### src/rtl/vga_ctrl_pkg.sv
// Shared VGA timing defaults and scan-decode types for the scan-out controller.
// Used by vga_timing (counters/decode) and vga_ctrl (pipeline/addressing).
package vga_ctrl_pkg;

  localparam int H_ACTIVE_DEF    = 640;
  localparam int H_FP_DEF        = 16;
  localparam int H_SYNC_DEF      = 96;
  localparam int H_BP_DEF        = 48;
  localparam int H_TOTAL_DEF     = H_ACTIVE_DEF + H_FP_DEF + H_SYNC_DEF + H_BP_DEF;

  localparam int V_ACTIVE_DEF    = 480;
  localparam int V_FP_DEF        = 10;
  localparam int V_SYNC_DEF      = 2;
  localparam int V_BP_DEF        = 33;
  localparam int V_TOTAL_DEF     = V_ACTIVE_DEF + V_FP_DEF + V_SYNC_DEF + V_BP_DEF;

  localparam int CLK_DIV_DEF     = 2;
  localparam int SCALE_SHIFT_DEF = 2;
  localparam int FB_AW_DEF       = 15;

  // Decoded view of the current scan position.
  typedef struct packed {
    logic active;
    logic hs;
    logic vs;
  } scan_t;

  localparam scan_t SCAN_IDLE = '{active: 1'b0, hs: 1'b1, vs: 1'b1};

  // Active-low sync level: low only inside [start, start+width).
  function automatic logic sync_level(input int cnt, input int start, input int width);
    return !(cnt >= start && cnt < start + width);
  endfunction

endpackage

### src/rtl/vga_ctrl_if.sv
// Framebuffer read port and VGA pin bundle of the scan-out controller.
interface vga_ctrl_if #(
  parameter int FB_AW = 15
);
  // No handshake: the controller drives fb_addr and the RAM must return
  // fb_rdata for that address exactly one clk later, unconditionally.
  logic [FB_AW-1:0] fb_addr;
  logic [2:0]       fb_rdata;
  logic [2:0]       vga_rgb;
  logic             vga_hsync;
  logic             vga_vsync;
  logic             frame_start;

  modport master (
    output fb_addr,
    input  fb_rdata,
    output vga_rgb,
    output vga_hsync,
    output vga_vsync,
    output frame_start
  );

  modport slave (
    input  fb_addr,
    output fb_rdata,
    input  vga_rgb,
    input  vga_hsync,
    input  vga_vsync,
    input  frame_start
  );
endinterface

### src/rtl/vga_timing.sv
// Pixel-clock divider, horizontal/vertical scan counters and the
// active/hsync/vsync decode of the current counter position.
module vga_timing
  import vga_ctrl_pkg::*;
#(
  parameter int H_ACTIVE = H_ACTIVE_DEF,
  parameter int H_FP     = H_FP_DEF,
  parameter int H_SYNC   = H_SYNC_DEF,
  parameter int H_BP     = H_BP_DEF,
  parameter int V_ACTIVE = V_ACTIVE_DEF,
  parameter int V_FP     = V_FP_DEF,
  parameter int V_SYNC   = V_SYNC_DEF,
  parameter int V_BP     = V_BP_DEF,
  parameter int CLK_DIV  = CLK_DIV_DEF,
  parameter int HW       = $clog2(H_ACTIVE + H_FP + H_SYNC + H_BP + 1),
  parameter int VW       = $clog2(V_ACTIVE + V_FP + V_SYNC + V_BP + 1)
) (
  input  logic          clk,
  input  logic          reset,
  input  logic          enable,
  output logic          pix_en,
  output logic [HW-1:0] h_cnt,
  output logic [VW-1:0] v_cnt,
  output scan_t         scan
);

  localparam int H_TOTAL = H_ACTIVE + H_FP + H_SYNC + H_BP;
  localparam int V_TOTAL = V_ACTIVE + V_FP + V_SYNC + V_BP;
  localparam int DW      = (CLK_DIV > 1) ? $clog2(CLK_DIV) : 1;

  localparam logic [DW-1:0] DIV_LAST = DW'(CLK_DIV - 1);
  localparam logic [HW-1:0] H_LAST   = HW'(H_TOTAL - 1);
  localparam logic [VW-1:0] V_LAST   = VW'(V_TOTAL - 1);

  logic [DW-1:0] div_cnt;

  // With CLK_DIV==1 div_cnt stays 0 and every clk is a pixel.
  assign pix_en = (div_cnt == DIV_LAST);

  always_ff @(posedge clk or negedge reset) begin
    if (!reset) begin
      div_cnt <= '0;
      h_cnt   <= '0;
      v_cnt   <= '0;
    end else if (!enable) begin
      div_cnt <= '0;
      h_cnt   <= '0;
      v_cnt   <= '0;
    end else if (pix_en) begin
      div_cnt <= '0;
      if (h_cnt == H_LAST) begin
        h_cnt <= '0;
        v_cnt <= (v_cnt == V_LAST) ? '0 : v_cnt + 1'b1;
      end else begin
        h_cnt <= h_cnt + 1'b1;
      end
    end else begin
      div_cnt <= div_cnt + 1'b1;
    end
  end

  always_comb begin
    scan        = SCAN_IDLE;
    scan.active = (int'(h_cnt) < H_ACTIVE) && (int'(v_cnt) < V_ACTIVE);
    scan.hs     = sync_level(int'(h_cnt), H_ACTIVE + H_FP, H_SYNC);
    scan.vs     = sync_level(int'(v_cnt), V_ACTIVE + V_FP, V_SYNC);
  end

endmodule

### src/rtl/vga_ctrl.sv
// VGA scan-out controller: two-stage pixel pipeline (address, then colour/sync)
// over a scaled framebuffer, plus a once-per-frame vsync-fall pulse.
module vga_ctrl
  import vga_ctrl_pkg::*;
#(
  parameter int H_ACTIVE    = H_ACTIVE_DEF,
  parameter int H_FP        = H_FP_DEF,
  parameter int H_SYNC      = H_SYNC_DEF,
  parameter int H_BP        = H_BP_DEF,
  parameter int V_ACTIVE    = V_ACTIVE_DEF,
  parameter int V_FP        = V_FP_DEF,
  parameter int V_SYNC      = V_SYNC_DEF,
  parameter int V_BP        = V_BP_DEF,
  parameter int CLK_DIV     = CLK_DIV_DEF,
  parameter int SCALE_SHIFT = SCALE_SHIFT_DEF,
  parameter int FB_AW       = FB_AW_DEF
) (
  input  logic       clk,
  input  logic       reset,
  input  logic       enable,
  vga_ctrl_if.master bus
);

  localparam int HW   = $clog2(H_ACTIVE + H_FP + H_SYNC + H_BP + 1);
  localparam int VW   = $clog2(V_ACTIVE + V_FP + V_SYNC + V_BP + 1);
  localparam int FB_W = H_ACTIVE >> SCALE_SHIFT;

  logic          pix_en;
  logic [HW-1:0] h_cnt;
  logic [VW-1:0] v_cnt;
  scan_t         scan;

  vga_timing #(
    .H_ACTIVE (H_ACTIVE),
    .H_FP     (H_FP),
    .H_SYNC   (H_SYNC),
    .H_BP     (H_BP),
    .V_ACTIVE (V_ACTIVE),
    .V_FP     (V_FP),
    .V_SYNC   (V_SYNC),
    .V_BP     (V_BP),
    .CLK_DIV  (CLK_DIV),
    .HW       (HW),
    .VW       (VW)
  ) u_timing (
    .clk    (clk),
    .reset  (reset),
    .enable (enable),
    .pix_en (pix_en),
    .h_cnt  (h_cnt),
    .v_cnt  (v_cnt),
    .scan   (scan)
  );

  logic [FB_AW-1:0] addr_next;
  logic [FB_AW-1:0] addr_q;
  scan_t            scan_d1;
  logic [2:0]       rgb_q;
  logic             hsync_q;
  logic             vsync_q;
  logic             fs_q;

  // Store row = line >> shift, store column = pixel >> shift.
  always_comb begin
    addr_next = '0;
    if (scan.active) begin
      addr_next = FB_AW'((32'(v_cnt) >> SCALE_SHIFT) * 32'(FB_W)
                         + (32'(h_cnt) >> SCALE_SHIFT));
    end
  end

  always_ff @(posedge clk or negedge reset) begin
    if (!reset) begin
      addr_q  <= '0;
      scan_d1 <= SCAN_IDLE;
      rgb_q   <= 3'b000;
      hsync_q <= 1'b1;
      vsync_q <= 1'b1;
      fs_q    <= 1'b0;
    end else if (!enable) begin
      addr_q  <= '0;
      scan_d1 <= SCAN_IDLE;
      rgb_q   <= 3'b000;
      hsync_q <= 1'b1;
      vsync_q <= 1'b1;
      fs_q    <= 1'b0;
    end else begin
      // Fires on the same edge that drives vga_vsync low.
      fs_q <= pix_en && !scan_d1.vs && vsync_q;
      if (pix_en) begin
        addr_q  <= addr_next;
        scan_d1 <= scan;
        rgb_q   <= scan_d1.active ? bus.fb_rdata : 3'b000;
        hsync_q <= scan_d1.hs;
        vsync_q <= scan_d1.vs;
      end
    end
  end

  assign bus.fb_addr     = addr_q;
  assign bus.vga_rgb     = rgb_q;
  assign bus.vga_hsync   = hsync_q;
  assign bus.vga_vsync   = vsync_q;
  assign bus.frame_start = fs_q;

endmodule

### src/flat_wrapper.sv
// flat-port wrapper written by rule: the top's interface ports become plain ports
module vga_ctrl_flat import vga_ctrl_pkg::*;
#(
  parameter int H_ACTIVE    = H_ACTIVE_DEF,
  parameter int H_FP        = H_FP_DEF,
  parameter int H_SYNC      = H_SYNC_DEF,
  parameter int H_BP        = H_BP_DEF,
  parameter int V_ACTIVE    = V_ACTIVE_DEF,
  parameter int V_FP        = V_FP_DEF,
  parameter int V_SYNC      = V_SYNC_DEF,
  parameter int V_BP        = V_BP_DEF,
  parameter int CLK_DIV     = CLK_DIV_DEF,
  parameter int SCALE_SHIFT = SCALE_SHIFT_DEF,
  parameter int FB_AW       = FB_AW_DEF
)
  (clk, reset, enable, bus_fb_addr, bus_fb_rdata, bus_vga_rgb, bus_vga_hsync, bus_vga_vsync, bus_frame_start);
  vga_ctrl_if #(.FB_AW(FB_AW)) bus_i ();
  input  logic clk;
  input  logic reset;
  input  logic enable;
  output wire logic [$bits(bus_i.fb_addr)-1:0] bus_fb_addr;
  input wire logic [$bits(bus_i.fb_rdata)-1:0] bus_fb_rdata;
  output wire logic [$bits(bus_i.vga_rgb)-1:0] bus_vga_rgb;
  output wire logic [$bits(bus_i.vga_hsync)-1:0] bus_vga_hsync;
  output wire logic [$bits(bus_i.vga_vsync)-1:0] bus_vga_vsync;
  output wire logic [$bits(bus_i.frame_start)-1:0] bus_frame_start;
  assign bus_fb_addr = bus_i.fb_addr;
  assign bus_i.fb_rdata = bus_fb_rdata;
  assign bus_vga_rgb = bus_i.vga_rgb;
  assign bus_vga_hsync = bus_i.vga_hsync;
  assign bus_vga_vsync = bus_i.vga_vsync;
  assign bus_frame_start = bus_i.frame_start;
  vga_ctrl #(.H_ACTIVE(H_ACTIVE), .H_FP(H_FP), .H_SYNC(H_SYNC), .H_BP(H_BP), .V_ACTIVE(V_ACTIVE), .V_FP(V_FP), .V_SYNC(V_SYNC), .V_BP(V_BP), .CLK_DIV(CLK_DIV), .SCALE_SHIFT(SCALE_SHIFT), .FB_AW(FB_AW)) u_core (.clk(clk), .reset(reset), .enable(enable), .bus(bus_i));
endmodule
### config.mk
export PLATFORM = sky130hd
export DESIGN_NAME = vga_ctrl_flat
export DESIGN_NICKNAME = d
export VERILOG_FILES = /design/src/rtl/vga_ctrl_pkg.sv /design/src/rtl/vga_ctrl_if.sv /design/src/rtl/vga_timing.sv /design/src/rtl/vga_ctrl.sv /design/src/flat_wrapper.sv
export SDC_FILE = /design/constraint.sdc
export NUM_CORES = 1
export LEC_CHECK = 0
export ABC_AREA = 1
export BUFFER_PORTS_ARGS = -buffer_cell sky130_fd_sc_hd__buf_2
export CORE_MARGIN = 5
export CORE_UTILIZATION = 40
export DETAILED_ROUTE_END_ITERATION = 8
export PLACE_DENSITY = 0.66
export SYNTH_ARGS = -nofsm -noshare
export SYNTH_HDL_FRONTEND = slang
export SYNTH_SLANG_ARGS = --single-unit
### constraint.sdc
create_clock -name clk -period 2.7 [get_ports clk]
set_clock_uncertainty 0.1 [all_clocks]
set_input_delay 0 -clock clk [delete_from_list [all_inputs] [get_ports clk]]
set_output_delay 0 -clock clk [all_outputs]
set_load 0.02 [all_outputs]
Yosys cells after proc, flatten, opt, wreduce, memory -nomap -nowiden
Cells that the tools add are included.

storage, ports and cells
  flip-flop bits (word level) = 45
  bits of input ports = 6
  output and inout bits = 21
  word-level logic and storage cells = 57

cells by class
  add/subtract/negate cells = 4
  $mul = 1
  $lt $le $gt $ge = 6
  eq/ne operators = 4
  muxes and demuxes = 22
  reductions and logical operators = 9

operator list
  operator                                                            count
  two-way mux 10 bit                                                  7
  two-way mux 15 bit                                                  3
  adder 10 x 1 -> 10 bit, second input constant                       2
  == test 10 bit, second input constant                               2
  < comparator 10 bit, second input constant                          2
  < comparator 10 x 9 -> 1 bit, second input constant                 2
  adder 15 x 8 -> 15 bit                                              1
  two-way mux 3 bit                                                   5
  greater-or-equal comparator 10 bit, second input constant           1
  greater-or-equal comparator 10 x 9 -> 1 bit, second input constant  1
  multiplier 8 x 3 -> 10 bit, second input constant                   1
  two-way mux 1 bit                                                   7
  logical AND 1 bit                                                   5
  inequality test 2 x 1 -> 1 bit, second input constant               2
  logical NOT 1 bit                                                   3
  AND reduction 2 bit                                                 1
  adder 1 bit, second input constant                                  1

Logic depth before layout (Yosys ltp)
Gate-level depths: netlist of run 1.

  depth in word-level cells = 5
  depth in mapped cells = 14
  depth with buffers taken out = 14

By module
A second synthesis of run 1 with hierarchy kept.

unflattened totals
  cells, all modules = 379
  area total of the unflattened synthesis = 2860.2 sq um

modules (own cells, without submodules)
  module      instances  cells each  area each (sq um)  sequential area each (sq um)
  vga_ctrl    1          179         1490.2             605.6
  vga_timing  1          200         1370.1             525.5

Worst setup path after synthesis of run 1
Ideal clock, no wire load.

  path kind = flip-flop to flip-flop
  start point = register u_core.u_timing.v_cnt[3]
  end point = register u_core.addr_q[14], in the netlist u_core.bus.fb_addr[14]
  setup time = 0.117 ns
  arrival time = 2.235 ns
  data required time = 2.483 ns
  setup slack = 0.247 ns
  cell stages (with the launch flop) = 13
  path buffers = 0
  clock period less this slack = 2.453 ns
  path through = dfrtp_1 > ha_1 > ha_1 > inv_1 > fa_1 > nor2_1 > nand3_1 > a21oi_1 > nand2_1 > nor2_1 > nand3_1 > nand3_1 > nand2_1

between the ends
  cells in the longest elaborated chain, start to end = 5
  elaborated cells on any way between the ends = 7
  classes of those cells = add/sub (1); mul (1); order compare (1); mux (3); reduce/logical (1)

RTL lines
  what                                                                               RTL line                          source
  start, declared                                                                    vga_timing.sv:23                  output logic [VW-1:0] v_cnt,
  start signal, assigned                                                             vga_timing.sv:53                  v_cnt <= (v_cnt == V_LAST) ? '0 : v_cnt + 1'b1;
  multiplier 8 x 3 -> 10 bit / < comparator 10 x 9 -> 1 bit (equally long branches)  vga_ctrl.sv:67, vga_timing.sv:64
  adder 15 x 8 -> 15 bit / logical AND 1 bit (equally long branches)                 vga_ctrl.sv:68, vga_timing.sv:64
  two-way mux 15 bit *                                                               vga_ctrl.sv:66                    if (scan.active) begin
  two-way mux 15 bit *                                                               vga_ctrl.sv:90                    if (pix_en) begin
  two-way mux 15 bit *                                                               vga_ctrl.sv:80                    end else if (!enable) begin
  end signal, assigned                                                               vga_ctrl.sv:91                    addr_q <= addr_next;
  end, declared                                                                      vga_ctrl.sv:56                    logic [FB_AW-1:0] addr_q;

Every way passes the cells marked *; elsewhere a longest branch is shown, timed or not. The select of a mux whose other input is x is not followed.
A chain may end at the register's enable or synchronous reset.

Worst setup path after layout of run 1
  start point = register u_core.u_timing.v_cnt[5]
  end point = register u_core.addr_q[14], in the netlist u_core.bus.fb_addr[14]

The elaborated chain is that of the path after synthesis.

==> run summary, run 1 <==
Status: finished clean
Peak supply drop: 0.232 mV
Initial core utilization: 41.4%
Arrival @ worst endpoint: 2.65 ns
Worst hold margin: 0.293 ns
Final WL: 5830 um
Total gr overflow: 0
Max FO, Critical Path: 4
Area of the core: 6420 um^2
Busiest metal layer after global routing: met2
Met2 Usage GRT: 24.0%
Fin crit share: 94.6%
DR vias/cell: 5.15
HP Class: input port to asynchronous set/reset pin
Clock power share: 35.9%
Die Y: 91.5 um
Pin count of the biggest net entering global routing: 46
Top Ports: 27
Internal power: 1050 uW
Slew headroom: 34.1%
Sw Pwr: 394 uW
Setup Viol. Count Final: 0
Register-to-register setup slack: 0.15 ns
1st-pass router iterations: 4
Fillers: 643
ANT cells: 0
WS Path Type: flip-flop to flip-flop
Register bit total from synthesis: 45
Critical Path Sink: u_core.bus.fb_addr[14]$_DFFE_PN0N_
Drc violations: 0
Clk_lat worst skew: 0.31 ns
GR Util met1: 18.8%
Final Cell Area: 3090 um^2
Logic gate share of total power: 13.9%
Wire per inst: 13.0 um
Core Rows: 29
Worst reg2reg path startpoint: u_core.u_timing.v_cnt[5]$_DFFE_PN0P_
Final setup TNS: 0 ns
Sequential share of the synthesized area: 42.6%
First-pass GRT wire length: 9920 um
Slew @ Worst Pin: 0.988 ns
CP startpoint: u_core.u_timing.v_cnt[5]$_DFFE_PN0P_
Post-synth net total: 357
Port-buffer cells: 26
Sw frac: 27.2%
Worst R2R End: u_core.bus.fb_addr[14]$_DFFE_PN0N_
DIE AREA: 8370 um^2
First DRT Iteration DRCs: 130
NumNets Final: 398
Post-synth top area share: 38.6%
Gr usage total: 14.4%
Startpoint types: flip-flop
Clock buffer count from CTS: 5
Crit. End Element: flip-flop
Synth top area cells: dfrtp_1, nand2_1, ha_1, inv_1, nand3_1
Worst-path clk slew: 0.09 ns
Fin worst setup slack: 0.146 ns
Netlist cell types: 33
Syn Area/Cell: 8.05 um^2
Max-slew violation count: 0
Gpl congestion: 0.815
FF-to-FF path depth: 12
Hold Vio Cnt, Final: 0
Fin crit period: 2.55 ns
Placement Setup Slack: 0.0516 ns
Share of cells above drive strength 1: 15.9%
CTS Root Cell: clkbuf_8
Reg power frac: 50.3%
Clock sinks: 45
Max-Cap Viols: 0
Post-route ant nets: 0
H-Tree Level Count: 2
Initial antenna violation count: 0
TritonCTS clock tree: yes
Power Dens Cells: 468 nW/um^2
Met3 Resource Use GR: 2.73%
FMAX: 392 MHz
DP Area: 2890 um^2
Leakage: 0.00162 uW
Syn Inst Count: 330
Area Overhead vs Synth: 16.1%
Max clock buf depth: 2
Ys Warns: 0
Via count: 2314
Die X: 91.5 um
Vias in the first global route: 2145
Required time of the critical path: 2.79 ns
Synth area leader: dfrtp_1
Synthesized area: 2660 um^2
Detailed Place HPWL: 4320 um
-- worst max-delay path, stage by stage (launching register included) --
cell,delay (ns)
dfrtp_2,0.44
ha_1,0.28
ha_1,0.23
inv_1,0.08
fa_2,0.46
nor2_2,0.14
nand3_1,0.11
a21oi_2,0.21
nand2_2,0.08
nor2_2,0.10
nand3_1,0.08
nand3_1,0.08
nand2_1,0.05
-- area by class of cell --
class,count,area [um^2],share of cell area (%)
Clock inverter,2,38.8,1.26
Inverter,43,164,5.31
Multi-Input combinational cell,238,1350,43.7
Tap cell,77,96.3,3.12
Timing Repair Buffer,38,233,7.54
Sequential cell,45,1130,36.7
Clock buffer,6,72.6,2.35
-- kinds of logic after synthesis --
group / share of synthesized area, %
and+or+nand+nor: 27.0
AOI/OAI and AO/OA: 10.5
buffers and inverters: 7.16
DFF: 42.6
adders and majority gates: 10.5
xor gates and xnor gates: 2.31
-- metrics by stage --
stage          power [uW]  std cells  utilization (%)
2_1_floorplan         867        330                -
3_3_place_gp          933        433             45.0
6_report             1450        449             48.1
4_1_cts              1460        446             47.5
5_1_grt              1520        449             48.1
3_5_place_dp          935        433             45.0
-- cell usage after synthesis --
cell and number:
a211oi_2 1, a21oi_1 18, a22oi_1 1, a31oi_1 2, a32o_1 3, a32oi_1 1
buf_2 3, buf_6 1, dfrtp_1 41, dfstp_2 4, fa_1 2, ha_1 19
inv_1 40, inv_2 2, inv_4 1, nand2_1 88, nand2_4 1, nand3_1 25
nand3b_1 1, nand4_1 6, nor2_1 26, nor2_8 1, nor3_1 10, nor3_2 1
nor3_4 1, nor4_1 2, o21a_1 1, o21ai_0 17, o21ai_1 2, o21ai_2 1
o22ai_1 1, xnor2_1 3, xor2_1 4
-- layout by cell type (no fill, tap or decap), types with 5 or more instances in the layout --
cell	synthesis	layout
nand2_1	88	87
nor3_1	10	10
o21ai_0	17	17
a21oi_1	18	17
ha_1	19	19
inv_1	40	40
dfrtp_1	41	40
buf_4	0	7
nor2_1	26	24
nand3_1	25	25
dlygate4sd3_1	0	5
buf_2	3	26
nand4_1	6	6
clkbuf_8	0	5
-- power groups by stage --
stage / clock network, uW / logic [uW] / registers [uW]
after floorplan: 0 / 115 / 753
after global placement: 0 / 193 / 739
after detailed placement: 0 / 195 / 740
after CTS: 529 / 202 / 727
after global routing: 563 / 225 / 732
final: 518 / 200 / 727
-- flip-flops by register name, summed over array words and instances (netlist names) --
register,cells
u_core.scan_d1,3
u_core.u_timing.v_cnt,10
u_core.u_timing.pix_en,1
u_core.bus.fb_addr,15
u_core.bus.vga_hsync,1
u_core.bus.frame_start,1
u_core.bus.vga_vsync,1
u_core.bus.vga_rgb,3
u_core.u_timing.h_cnt,10
-- routing by layer --
metal | wire [um] | vias to the layer above
met5 | 0 | -
met4 | 91 | 0
met3 | 224 | 10
met2 | 2860 | 56
met1 | 2660 | 1075
li1 | - | 1173
-- what timing repair did --
action,4_1_cts,5_1_grt
endpoints found under the hold margin,45,0
endpoints found under the setup margin,0,2
gates resized for setup,0,6
hold buffers,5,0
setup buffers,0,3
-- worst min path at each step --
stage / startpoint / end / cells past startpoint
after detailed placement: reset / u_core.bus.vga_rgb[1]$_DFFE_PN0N_ / 1
after global routing: reset / u_core.bus.vga_rgb[1]$_DFFE_PN0N_ / 2
after CTS: reset / u_core.u_timing.v_cnt[1]$_DFFE_PN0P_ / 2
after floorplan: reset / u_core.bus.fb_addr[0]$_DFFE_PN0N_ / 0
final: reset / u_core.u_timing.h_cnt[3]$_DFFE_PN0N_ / 2
after global placement: reset / u_core.bus.vga_rgb[1]$_DFFE_PN0N_ / 1
(Power assumes the default switching activity.)
==> run 2, diff against run 1 <==
--- a/config.mk
+++ b/config.mk
@@ -5,7 +5,6 @@
 export SDC_FILE = /design/constraint.sdc
 export NUM_CORES = 1
 export LEC_CHECK = 0
-export ABC_AREA = 1
 export BUFFER_PORTS_ARGS = -buffer_cell sky130_fd_sc_hd__buf_2
 export CORE_MARGIN = 5
 export CORE_UTILIZATION = 40
==> run 2 against run 1 <==
Compared with the run above: power fell by 7.6%; worst hold slack improved by 0.014 ns; first-iteration DRC count fell by 48%; synthesized area fell by 1.5%; sequential share of layout area rose by 0.078 points; register-to-register slack barely moved; clock power fell by 1%; worst setup slack got worse by 0.0031 ns; routed wire length fell by 6.9%; die area fell by 1.3%; synthesized cell count fell by 22%; critical path type unchanged.
==> run summary, run 2 <==
Status: finished clean
WS Path Type: flip-flop to flip-flop
Area taken by multi-input logic gates: 1410 um^2
Critical path depth: 9
Fin worst setup slack: 0.143 ns
Peak supply drop: 0.256 mV
Most frequent cells in the layout: dfrtp_1, buf_2, nand2_1
Max FO, Critical Path: 7
Core Rows: 29
Async SR Flop Fraction: 100%
Logic gate share of total power: 9.1%
Post-route ant nets: 0
Largest register FFs: 15
First-pass GRT wire length: 9350 um
Fin crit share: 94.7%
Fillers: 587
Hold Vio Cnt, Final: 0
Most frequent cells after synthesis: dfrtp_1, nand2_1, nor2_1
Worst R2R End: u_core.bus.fb_addr[14]$_DFFE_PN0N_
Cell Chain, Critical Path: ha_1, ha_1, nor2b_2, buf_4, o311ai_1, nand3_1, o311a_1, xor2_1, a22o_1
Pin count of the biggest net entering global routing: 46
Post-layout util: 48.5%
Clock power share: 38.4%
Die X: 90.9 um
Reg power frac: 52.5%
Slew headroom: 34.3%
DP Area: 2870 um^2
Detailed Place HPWL: 3920 um
Gr usage total: 13.1%
Wire per inst: 14.3 um
Max stage delay on crit path: 0.46 ns
Met3 wire length: 183 um
CP startpoint: u_core.u_timing.v_cnt[7]$_DFFE_PN0P_
Reg area: 1130 um^2
Synth area leader: dfrtp_1
Share of cells above drive strength 1: 18.9%
Clock sinks: 45
Sw frac: 24.4%
Arrival @ worst endpoint: 2.64 ns
Internal power: 1010 uW
Final WL: 5430 um
1st-pass router iterations: 4
Setup Viol. Count Final: 0
Synthesized area: 2620 um^2
Startpoint types: flip-flop
FF-to-FF path depth: 9
Register bit total from synthesis: 45
Slew @ Worst Pin: 0.986 ns
WL met1: 2640 um
Leakage: 0.00152 uW
Required time of the critical path: 2.78 ns
NumNets Final: 328
Most frequent cell after synthesis: dfrtp_1
DR vias/cell: 5.48
ANT cells: 0
Synth top area cells: dfrtp_1, ha_1, a22o_1, dfstp_2, xor2_1
Power Dens Cells: 434 nW/um^2
Fin crit period: 2.56 ns
Placement Setup Slack: 0.112 ns
Crit. End Element: flip-flop
Critical Path Sink: u_core.bus.fb_addr[14]$_DFFE_PN0N_
DIE AREA: 8260 um^2
Syn Area/Cell: 10.1 um^2
Sequential share of the synthesized area: 43.2%
First DRT Iteration DRCs: 67
Clk_lat worst skew: 0.30 ns
Buffers and inverters on the worst path: 1
Gpl congestion: 0.812
Vias in the first global route: 2055
Max-slew violation count: 0
TritonCTS clock tree: yes
Slowest-stage cell, CP: dfrtp_1
Sw Pwr: 326 uW
Register-to-register setup slack: 0.14 ns
CTS Root Cell: clkbuf_8
Area Overhead vs Synth: 17.5%
Worst-path clk slew: 0.09 ns
Uppermost layer routed: met4
Commonest non-fill, non-tap cell in the layout: dfrtp_1
Syn Inst Count: 259
Top Ports: 27
Final setup TNS: 0 ns
Area of the core: 6350 um^2
HP Class: input port to asynchronous set/reset pin
Main synth FF type: dfrtp_1
Total gr overflow: 0
Port-buffer cells: 26
EDFF count, synth: 0
Netlist cell types: 55
Post-synth net total: 286
Family with the most delay on the worst path: adder cells
Final Cell Area: 3080 um^2
Die Y: 90.9 um
Drc violations: 0
Ys Warns: 0
Max clock buf depth: 2
Worst hold margin: 0.307 ns
Worst reg2reg path startpoint: u_core.u_timing.v_cnt[7]$_DFFE_PN0P_
Clock buffer count from CTS: 5
H-Tree Level Count: 2
Met2 routed WL: 2520 um
Initial antenna violation count: 0
Via count: 2077
Unrepaired setup endpoints after global routing: no
Post-synth top area share: 39.2%
Most common cell on crit path: ha_1
Initial core utilization: 41.2%
Max-Cap Viols: 0
FMAX: 391 MHz
[run 2: cell count changes after synthesis, sizes merged, moves of 4 or more]
cell / change
o31ai: +4
inv: -33
nor3: -9
clkbuf: +5
and3: +5
nand2: -67
xor2: +6
nand3: -13
nor2: -6
a22o: +15
a21oi: -14
[run 2: cell families (layout without fill, tap and decap cells)]
family                     Yosys count  count (layout)  share of synthesized area (%)
adders and majority gates           21              21                           10.6
buffers and inverters               20              63                           3.54
muxes                                3               3                           1.15
DFF                                 45              45                           43.2
and+or+nand+nor                     89              89                           17.9
AOI/OAI and AO/OA                   66              66                           18.6
xor gates and xnor gates            15              15                           5.02
[run 2: through the flow]
step,instances,power [uW]
2_1_floorplan,259,779
3_3_place_gp,362,824
3_5_place_dp,362,829
4_1_cts,378,1350
5_1_grt,379,1390
6_report,379,1330
[run 2: per-layer routing]
layer / vias up / global-route usage, %
met2: 48 / 21.2
met4: 0 / 4.16
li1: 1027 / -
met3: 8 / 1.92
met5: - / 0
met1: 994 / 18.1
[run 2: cell type report]
type	instances	area share [%]
Inverter	11	1.34
Multi-Input combinational cell	194	45.9
Clock inverter	2	1.26
Clock buffer	6	2.36
Tap cell	77	3.13
Timing Repair Buffer	44	9.27
Sequential cell	45	36.8
[run 2: timing repair]
item | CTS | global route
gates resized for setup | 0 | 4
hold buffers | 8 | 0
hold endpoints to repair | 49 | 0
setup endpoints to repair | 0 | 2
setup buffers | 0 | 1
[run 2: worst min-delay path by stage]
stage	startpoint	end	slack (ns)	cells after the start
final	reset	u_core.bus.fb_addr[1]$_DFFE_PN0N_	0.31	2
after global routing	u_core.bus.fb_addr[5]$_DFFE_PN0N_	u_core.bus.fb_addr[5]$_DFFE_PN0N_	0.42	1
after CTS	reset	u_core.u_timing.h_cnt[2]$_DFFE_PN0N_	0.34	2
after detailed placement	reset	u_core.bus.fb_addr[2]$_DFFE_PN0N_	0.13	1
after global placement	reset	u_core.bus.fb_addr[2]$_DFFE_PN0N_	0.11	1
after floorplan	reset	u_core.bus.fb_addr[0]$_DFFE_PN0N_	-0.40	0
[run 2: power by group through the flow]
stage | sequential, uW | combinational [uW] | clock [uW]
after detailed placement | 713 | 116 | 0
after floorplan | 718 | 61.1 | 0
final | 700 | 122 | 513
after global routing | 703 | 138 | 550
after CTS | 700 | 124 | 523
after global placement | 712 | 111 | 0
==> run 3, diff against run 2 <==
--- a/config.mk
+++ b/config.mk
@@ -9,7 +9,6 @@
 export CORE_MARGIN = 5
 export CORE_UTILIZATION = 40
 export DETAILED_ROUTE_END_ITERATION = 8
-export PLACE_DENSITY = 0.66
 export SYNTH_ARGS = -nofsm -noshare
 export SYNTH_HDL_FRONTEND = slang
 export SYNTH_SLANG_ARGS = --single-unit
==> run 3 against run 2 <==
Compared with the run above: highest routed layer unchanged; fmax decreased by 0.58%; worst setup slack got worse by 0.015 ns; flip-flop and latch count unchanged; critical endpoint unchanged.
==> run summary, run 3 (same netlist as run 2, synthesis figures left out) <==
Clock buffer count from CTS: 5
Gr usage total: 13.6%
Leakage: 0.00151 uW
Power Dens Cells: 442 nW/um^2
Area Overhead vs Synth: 17.2%
TritonCTS clock tree: yes
Most common cell on crit path: ha_1
Fin crit share: 95.3%
HP Class: input port to asynchronous set/reset pin
Max-Cap Viols: 0
WS Path Type: flip-flop to flip-flop
DP Area: 2870 um^2
Required time of the critical path: 2.79 ns
Initial core utilization: 41.2%
FMAX: 389 MHz
Most frequent cells in the layout: dfrtp_1, buf_2, nand2_1
Setup Viol. Count Final: 0
Power, Total: 1360 uW
Crit. End Element: flip-flop
Clock sinks: 45
Placement Setup Slack: 0.153 ns
Post-layout util: 48.3%
DR vias/cell: 5.39
Slew headroom: 33.3%
Status: finished clean
First DRT Iteration DRCs: 87
DIE AREA: 8260 um^2
Arrival @ worst endpoint: 2.67 ns
H-Tree Level Count: 2
Peak supply drop: 0.249 mV
Gpl congestion: 0.808
Unrepaired setup endpoints after global routing: no
Final WL: 5360 um
Core Rows: 29
Wire per inst: 14.2 um
Detailed Place HPWL: 3820 um
Total gr overflow: 0
Slew @ Worst Pin: 1.00 ns
Slowest-stage cell, CP: dfrtp_1
Max clock buf depth: 2
Initial antenna violation count: 0
First-pass GRT wire length: 9490 um
Max stage delay on crit path: 0.41 ns
Final Cell Area: 3070 um^2
Startpoint types: flip-flop
Share of cells above drive strength 1: 17.9%
Post-CTS Setup Repair Bufs: 0
Fin crit period: 2.57 ns
Post-route ant nets: 0
Area of the core: 6350 um^2
NumNets Final: 327
1st-pass router iterations: 4
Max-slew violation count: 0
Drc violations: 0
CTS Root Cell: clkbuf_8
Final setup TNS: 0 ns
Max FO, Critical Path: 3
Worst-path clk slew: 0.08 ns
Die X: 90.9 um
Clk_lat worst skew: 0.30 ns
Pin count of the biggest net entering global routing: 46
Hold Vio Cnt, Final: 0
Via count: 2039
ANT cells: 0
Vias in the first global route: 2012
Largest register FFs: 15
Top Ports: 27
Port-buffer cells: 26
Fin worst setup slack: 0.128 ns
Cell Chain, Critical Path: ha_1, ha_1, inv_1, fa_1, nor2b_1, o311ai_0, o311a_1, xor2_1, a22o_1
Commonest non-fill, non-tap cell in the layout: dfrtp_1
Die Y: 90.9 um
## run 3: critical path: cells and delay by family (launching register included)
| family | cells | cell delay (ns) |
|---|---|---|
| AOI/OAI and AO/OA | 3 | 0.70 |
| adders and majority gates | 3 | 0.87 |
| buffers and inverters | 1 | 0.06 |
| DFF | 1 | 0.41 |
| and+or+nand+nor | 1 | 0.17 |
| xor gates and xnor gates | 1 | 0.16 |
## run 3: power by group
group          total (uW)  switching (uW)  internal (uW)  leakage [uW]
sequential            700            12.8            687      0.000609
clock                 534             232            302     0.0000585
combinational         122            78.2           43.4      0.000838
## run 3: stage by stage
| stage | instances | hold slack [ns] |
|---|---|---|
| 5_1_grt | 378 | 0.394 |
| 2_1_floorplan | 259 | -0.396 |
| 6_report | 378 | 0.303 |
| 4_1_cts | 378 | 0.340 |
| 3_5_place_dp | 362 | 0.133 |
| 3_3_place_gp | 362 | 0.126 |
## run 3: final cells by class
type / count / area, um^2
Multi-Input combinational cell: 194 / 1410
Tap cell: 77 / 96.3
Fill cell: 593 / 3280
Inverter: 11 / 41.3
Clock inverter: 1 / 30.0
Sequential cell: 45 / 1130
Timing Repair Buffer: 43 / 278
Clock buffer: 7 / 86.3
## run 3: layer usage
layer	GRT usage, %	wire length [um]	vias to the layer above
met4	4.52	50	0
met2	19.6	2350	29
met5	0	0	-
met1	20.0	2760	982
li1	-	-	1024
met3	3.17	192	4
## run 3: final timing paths
kind	depth (start not counted)	start	to	slack [ns]
setup / recovery	9	u_core.u_timing.v_cnt[5]$_DFFE_PN0P_	u_core.bus.fb_addr[14]$_DFFE_PN0N_	0.13
hold / removal	2	reset	u_core.bus.fb_addr[1]$_DFFE_PN0N_	0.30
setup reg to reg	9	u_core.u_timing.v_cnt[5]$_DFFE_PN0P_	u_core.bus.fb_addr[14]$_DFFE_PN0N_	0.13
hold reg to reg	1	u_core.bus.fb_addr[2]$_DFFE_PN0N_	u_core.bus.fb_addr[2]$_DFFE_PN0N_	0.40
max in group asynchronous	2	reset	u_core.u_timing.pix_en$_DFF_PN0_	1.57
min in group clk	1	u_core.bus.fb_addr[2]$_DFFE_PN0N_	u_core.bus.fb_addr[2]$_DFFE_PN0N_	0.40
## run 3: what timing repair did
item / in CTS / in global routing
hold endpoints to repair: 49 / 0
endpoints found under the setup margin: 0 / 2
hold buffers: 8 / 0
gates resized for setup: 0 / 1
